==> config.mk <==
export PLATFORM = sky130hd
export DESIGN_NAME = demux1to4_stream_flat
export DESIGN_NICKNAME = d
export VERILOG_FILES = /design/src/rtl/demux1to4_stream_if.sv /design/src/rtl/demux1to4_stream.sv /design/src/flat_wrapper.sv
export SDC_FILE = /design/constraint.sdc
export NUM_CORES = 1
export LEC_CHECK = 0
export BUFFER_PORTS_ARGS = -buffer_cell sky130_fd_sc_hd__buf_2
export CORE_AREA = 5 5 81 83
export DETAILED_ROUTE_END_ITERATION = 7
export DIE_AREA = 0 0 86 88
export GPL_ROUTABILITY_DRIVEN = 0
export PLACE_DENSITY = 0.57
export SYNTH_ARGS = -nofsm -noshare
export SYNTH_HDL_FRONTEND = slang
export SYNTH_SLANG_ARGS = --single-unit
==> constraint.sdc <==
create_clock -name clk -period 2.88 [get_ports clk]
set_input_delay 0.288 -clock clk [delete_from_list [all_inputs] [get_ports clk]]
set_output_delay 0.288 -clock clk [all_outputs]
set_load 0.01 [all_outputs]
==> src/rtl/demux1to4_stream_if.sv <==
// demux1to4_stream_if: input stream and four output channel handshakes of the 1-to-4 demux
interface demux1to4_stream_if #(parameter int WIDTH = 8);
  logic             In_valid;
  logic             In_ready;
  logic [WIDTH-1:0] In_data;
  logic [1:0]       Sel;
  logic [3:0]       Out_valid;
  logic [3:0]       Out_ready;
  logic [WIDTH-1:0] Y0, Y1, Y2, Y3;
  modport master (
    output In_valid, In_data, Sel, Out_ready,
    input  In_ready, Out_valid, Y0, Y1, Y2, Y3
  );
  modport slave (
    input  In_valid, In_data, Sel, Out_ready,
    output In_ready, Out_valid, Y0, Y1, Y2, Y3
  );
endinterface

==> src/rtl/demux1to4_stream.sv <==
// demux1to4_stream: registered 1-to-4 stream demux with per-channel valid/ready; DEMUX_XFER_CNT_EN adds drain counters
module demux1to4_stream #(
  parameter int WIDTH = 8
) (
  input logic clk,
  input logic rst,
  demux1to4_stream_if.slave s
`ifdef DEMUX_XFER_CNT_EN
  ,
  output logic [63:0] Xfer_cnt
`endif
);
  logic [3:0]       vld;
  logic [WIDTH-1:0] y [4];
  logic             acc;
  logic [3:0]       drn;
  assign s.In_ready  = !vld[s.Sel] || s.Out_ready[s.Sel];
  assign acc         = s.In_valid && s.In_ready;
  assign drn         = vld & s.Out_ready;
  assign s.Out_valid = vld;
  assign s.Y0        = y[0];
  assign s.Y1        = y[1];
  assign s.Y2        = y[2];
  assign s.Y3        = y[3];
  // accept loads the selected channel; a drain without a refill empties it
  always_ff @(posedge clk) begin
    if (rst) begin
      vld <= '0;
      for (int i = 0; i < 4; i++) y[i] <= '0;
    end else begin
      for (int i = 0; i < 4; i++) begin
        if (acc && s.Sel == 2'(i)) begin
          y[i]   <= s.In_data;
          vld[i] <= 1'b1;
        end else if (drn[i]) begin
          vld[i] <= 1'b0;
        end
      end
    end
  end
`ifdef DEMUX_XFER_CNT_EN
  // saturating per-channel drain counters
  always_ff @(posedge clk) begin
    if (rst) Xfer_cnt <= '0;
    else
      for (int i = 0; i < 4; i++)
        if (drn[i] && Xfer_cnt[16*i +: 16] != 16'hFFFF)
          Xfer_cnt[16*i +: 16] <= Xfer_cnt[16*i +: 16] + 16'd1;
  end
`endif
endmodule

==> src/flat_wrapper.sv <==
// flat-port wrapper written by rule: the top's interface ports become plain ports
module demux1to4_stream_flat 
#(
  parameter int WIDTH = 8
)
  (clk, rst, s_In_valid, s_In_data, s_Sel, s_Out_ready, s_In_ready, s_Out_valid, s_Y0, s_Y1, s_Y2, s_Y3);
  demux1to4_stream_if #(.WIDTH(WIDTH)) s_i ();
  input logic clk;
  input logic rst;
  input wire logic [$bits(s_i.In_valid)-1:0] s_In_valid;
  input wire logic [$bits(s_i.In_data)-1:0] s_In_data;
  input wire logic [$bits(s_i.Sel)-1:0] s_Sel;
  input wire logic [$bits(s_i.Out_ready)-1:0] s_Out_ready;
  output wire logic [$bits(s_i.In_ready)-1:0] s_In_ready;
  output wire logic [$bits(s_i.Out_valid)-1:0] s_Out_valid;
  output wire logic [$bits(s_i.Y0)-1:0] s_Y0;
  output wire logic [$bits(s_i.Y1)-1:0] s_Y1;
  output wire logic [$bits(s_i.Y2)-1:0] s_Y2;
  output wire logic [$bits(s_i.Y3)-1:0] s_Y3;
  assign s_i.In_valid = s_In_valid;
  assign s_i.In_data = s_In_data;
  assign s_i.Sel = s_Sel;
  assign s_i.Out_ready = s_Out_ready;
  assign s_In_ready = s_i.In_ready;
  assign s_Out_valid = s_i.Out_valid;
  assign s_Y0 = s_i.Y0;
  assign s_Y1 = s_i.Y1;
  assign s_Y2 = s_i.Y2;
  assign s_Y3 = s_i.Y3;
  demux1to4_stream #(.WIDTH(WIDTH)) u_core (.clk(clk), .rst(rst), .s(s_i));
endmodule
# Word-level counts from Yosys, hierarchy flattened
# Memories as Yosys holds them, arrays and structs flattened.
# Index checks and enable logic that the tools add are counted.
dict set report word_totals {
  reg_bits 4
  latchBits 0
  ramBits 32
  romBits 0
  input_bits 17
  elab_cells 56
  n_memories 1
}
dict set report op_classes {
  addsub 0
  multipliers 0
  div 0
  magnitude_cmp 1
  n_eq_ne 3
  n_shift 0
  muxes 30
  bitwise 5
  n_reduce_logical 12
}
# memory depth width rd rd_clocked_by_memory_dff write_ports line_no
set memory_table {}
lappend memory_table {u_core.y 4 8 4 0 4 demux1to4_stream.sv:14} ;# logic [WIDTH-1:0] y [4];
# cell count
set op_table {}
lappend op_table {{$mux 8} 4}
lappend op_table {{$mux 1} 24}
lappend op_table {{$reduce_bool 2->1} 4}
lappend op_table {{$logic_and 1x1->1} 5}
lappend op_table {{$and 4x4->4} 1}
lappend op_table {{$bmux 1 s2} 2}
lappend op_table {{$eq 2x2->1 const B} 2}
lappend op_table {{$or 1x1->1} 4}
lappend op_table {{$lt 2x3->1 const B} 1}
lappend op_table {{$eq 2x1->1 const B} 1}
lappend op_table {{$logic_not 2->1} 1}
lappend op_table {{$logic_not 1->1} 1}
lappend op_table {{$logic_or 1x1->1} 1}

# Longest topological paths before layout
dict set report depth {
  ltp_word 10
  mapped_depth 4
}

# Least setup slack after synthesis
# OpenSTA, ideal clock, no wires.
dict set report synth_timing {
  path_kind {register to output}
  start {register u_core.vld[3] (netlist: u_core.s.Out_valid[3])}
  end {output port s_In_ready}
  t_arrival_ps 1103
  required_ps 2592
  slack_ps 1489
  path_stages_with_launch 3
  path_buffers 0
  cell_sequence {dfxtp_1 > or2b_1 > mux4_2}
}
dict set report synth_between {
  elab_chain_cells 4
}
# element line_no
set synth_lines {}
lappend synth_lines {{start: declaration} demux1to4_stream.sv:13} ;# logic [3:0] vld;
lappend synth_lines {{start signal: assignment} demux1to4_stream.sv:28} ;# vld <= '0;
lappend synth_lines {{start signal: indexed assignment} demux1to4_stream.sv:34} ;# vld[i] <= 1'b1;
lappend synth_lines {{start signal: indexed assignment} demux1to4_stream.sv:36} ;# vld[i] <= 1'b0;
lappend synth_lines {{$bmux 1 s2} demux1to4_stream.sv:17} ;# assign s.In_ready = !vld[s.Sel] || s.Out_ready[s.Sel];
lappend synth_lines {{$mux 1 (not written as such)} demux1to4_stream.sv:17}
lappend synth_lines {{$logic_not 1->1} demux1to4_stream.sv:17}
lappend synth_lines {{$logic_or 1x1->1} demux1to4_stream.sv:17}
lappend synth_lines {{end: declaration} flat_wrapper.sv:14} ;# output wire logic [$bits(s_i.In_ready)-1:0] s_In_ready;
# No other way between the ends. The select of a mux whose other input is x is not followed.

# Final worst setup path
dict set report layout_timing {
  start {register u_core.vld[2] (netlist: u_core.s.Out_valid[2])}
  end {output port s_In_ready}
}
# Same word-level chain as after synthesis.

==> qor.csv <==
metric,value,unit
status,finished clean,
placed_cell_area,1810,µm²
setup_violations,0,
die_w,86,µm
leakage,0.775,nW
ys_async_sr_fraction,0,
ctsHoldBuffers,0,
grt_remaining_overflow,0,
synth_flop_cell,edfxtp_1,
pwr_density_cell,553,nW/µm²
num_rows,28,
route.detailed.drc,0,
hpwl,2820,µm
hold_start,s_Out_ready[2],
clk_pin_slew,0.08,ns
rsz0062_at_grt,no,
r2r_start,u_core.s.Out_valid[2],
synth-seq-cells,36,
nFillCells,612,
clk_latency,0.28,ns
cpPeakStageDelay,0.46,ns
antenna_found_initial,0,
pwr-share-seq,0.569,
ir_drop,0.201,mV
fin_nets,180,
via_count,1065,
drt_pass1_iterations,4,
finalCritPeriodShare,0.623,
synth_edf_count,32,
hold_viol,0,
worstPathArrival,1.51,ns
area_delta_synth_final,25.3,%
tightest_slew,0.585,ns
grt_max_degree,17,
io_pins,54,
cts_resized,0,
crit_path_start_kind,register,
drive_above_1_share,0.384,
cts.path.max_buffers,2,
antenna-diode-count,0,
worstHoldPathCells,3,
rrSetupSlack,1.59,ns
drtAntennaViolNets,0,
slew_headroom,0.609,
cts-root-buf,clkbuf_8,
synthesis.area,1520,µm²
ys_seq_area_frac,0.686,
switching_power,0.000255,W
dieArea,7570,µm²
worst-setup-path-type,reg2out,
hold_slack,0.330,ns
grt.total_usage,0.106,
via_per_inst,4.46,
synthCells,114,
syn_nets,131,
switching_share,0.242,
timing.setup.tns,0,ns
path_cells,or2b_1 -> mux4_2 -> buf_2,
clock-sinks,36,
ff2ff_path_depth,2,
critPathMaxFanout,3,
p_total,0.00105,W
final_core_util,0.329,
coreArea,5780,µm²
htree_levels,2,
cts_made_buffers,5,
grt_pass1_vias,1114,
period_needed,1.79,ns
critical-path-top-delay-family,multiplexers,
io_buffers,53,
grt_pass1_wl,5870,µm
cpMaxStageDelayCell,mux4_2,
wl_per_cell,16.0,µm
cp_num_buf_inv,1,
die_h,88,µm
cts_setup_buffers,0,
hold-path-endpoint,u_core.s.Out_valid[2],
hp-class,in2reg,
drt_iter0_drc,44,
fmax,558,MHz
slew_violations,0,
cts_tree,built,
skew,0.00608,ns
max-cap-violations,0,
intPower,0.000797,W
routed_wl,3830,µm
r2r_end,u_core.y[2][0],
avgSynthCellArea,13.3,µm²
final_cell_area,1900,µm²
cp.required,2.59,ns
clkPwrFrac,0.333,
p_comb_frac,0.098,
yosys_warnings,0,
ys_types,21,
worst_setup_path_end_kind,output pin,
initial_utilization,0.263,
## per-layer routing
layer,vias up,GRT usage,part of all wire
li1,526,-,-
met1,482,0.149,0.49
met2,51,0.142,0.40
met3,6,0.0480,0.10
met4,0,0.0374,0.013
met5,-,0,0
## registers in the layout, summed over array words and instances (netlist names)
register / cells
u_core.y: 32
u_core.s.Out_valid: 4
## synthesized netlist by cell type (2+ instances only)
cell type  count  area (µm²)
edfxtp_1      32         961
buf_6          2        22.5
clkbuf_1       5        18.8
or2b_1         2        15.0
nand3b_1      10        75.1
nand2b_1       4        25.0
a21oi_1        4        20.0
a41o_1         4        40.0
nor2b_1        4        25.0
nor3_1        32         160
buf_2          2        10.0
dfxtp_1        4        80.1
## cell families after synthesis
family | count (synthesis) | share of synthesized area
AOI/OAI and AO/OA | 8 | 0.0396
buffers and inverters | 13 | 0.0462
DFF | 36 | 0.686
muxes | 1 | 0.0148
and+or+nand+nor | 56 | 0.214
## worst min-delay path, stage by stage
cell and delay (ns):
buf_2 0.09, or2b_1 0.13, a21oi_1 0.07
## power by group through the flow
stage               sequential, W  clock (W)  combinational (W)
finish                   0.000599   0.000350           0.000103
global route             0.000602   0.000382           0.000113
global placement         0.000611          0           0.000102
CTS                      0.000599   0.000363           0.000105
detailed placement       0.000611          0           0.000104
floorplan                0.000623          0          0.0000473
## per-stage QoR
step	std cells	setup slack, ns
floorplan	114	1.49
global placement	231	1.34
detailed placement	231	1.35
CTS	239	1.07
global route	239	1.00
finish	239	1.09
## layout by cell type (no fill, tap or decap), types with 2 or more instances in the layout
master and instances:
clkinv_2 2, edfxtp_1 32, nand2b_1 4, nand3b_1 10, dfxtp_1 4, nor3_1 32
nor2b_1 4, a41o_1 4, or2b_1 2, buf_2 53, a21oi_1 4, clkbuf_8 5
## worst max path at each step
stage / from / endpoint / slack, ns / cells past startpoint
3_3_place_gp: s_Out_ready[3] / s_In_ready / 1.34 / 4
6_report: u_core.s.Out_valid[2] / s_In_ready / 1.09 / 3
2_1_floorplan: u_core.s.Out_valid[3] / s_In_ready / 1.49 / 2
3_5_place_dp: s_Out_ready[3] / s_In_ready / 1.35 / 4
4_1_cts: u_core.s.Out_valid[2] / s_In_ready / 1.07 / 3
5_1_grt: u_core.s.Out_valid[3] / s_In_ready / 1.00 / 3
## cell type report
cell class | instances | area, µm² | area share
Sequential cell | 36 | 1040 | 0.547
Multi-Input combinational cell | 65 | 407 | 0.214
Timing Repair Buffer | 53 | 265 | 0.139
Tap cell | 75 | 93.8 | 0.0493
Clock buffer | 5 | 68.8 | 0.0362
Clock inverter | 3 | 18.8 | 0.00987
Inverter | 2 | 7.51 | 0.00395
No activity file was read; power rests on OpenSTA's default activity.
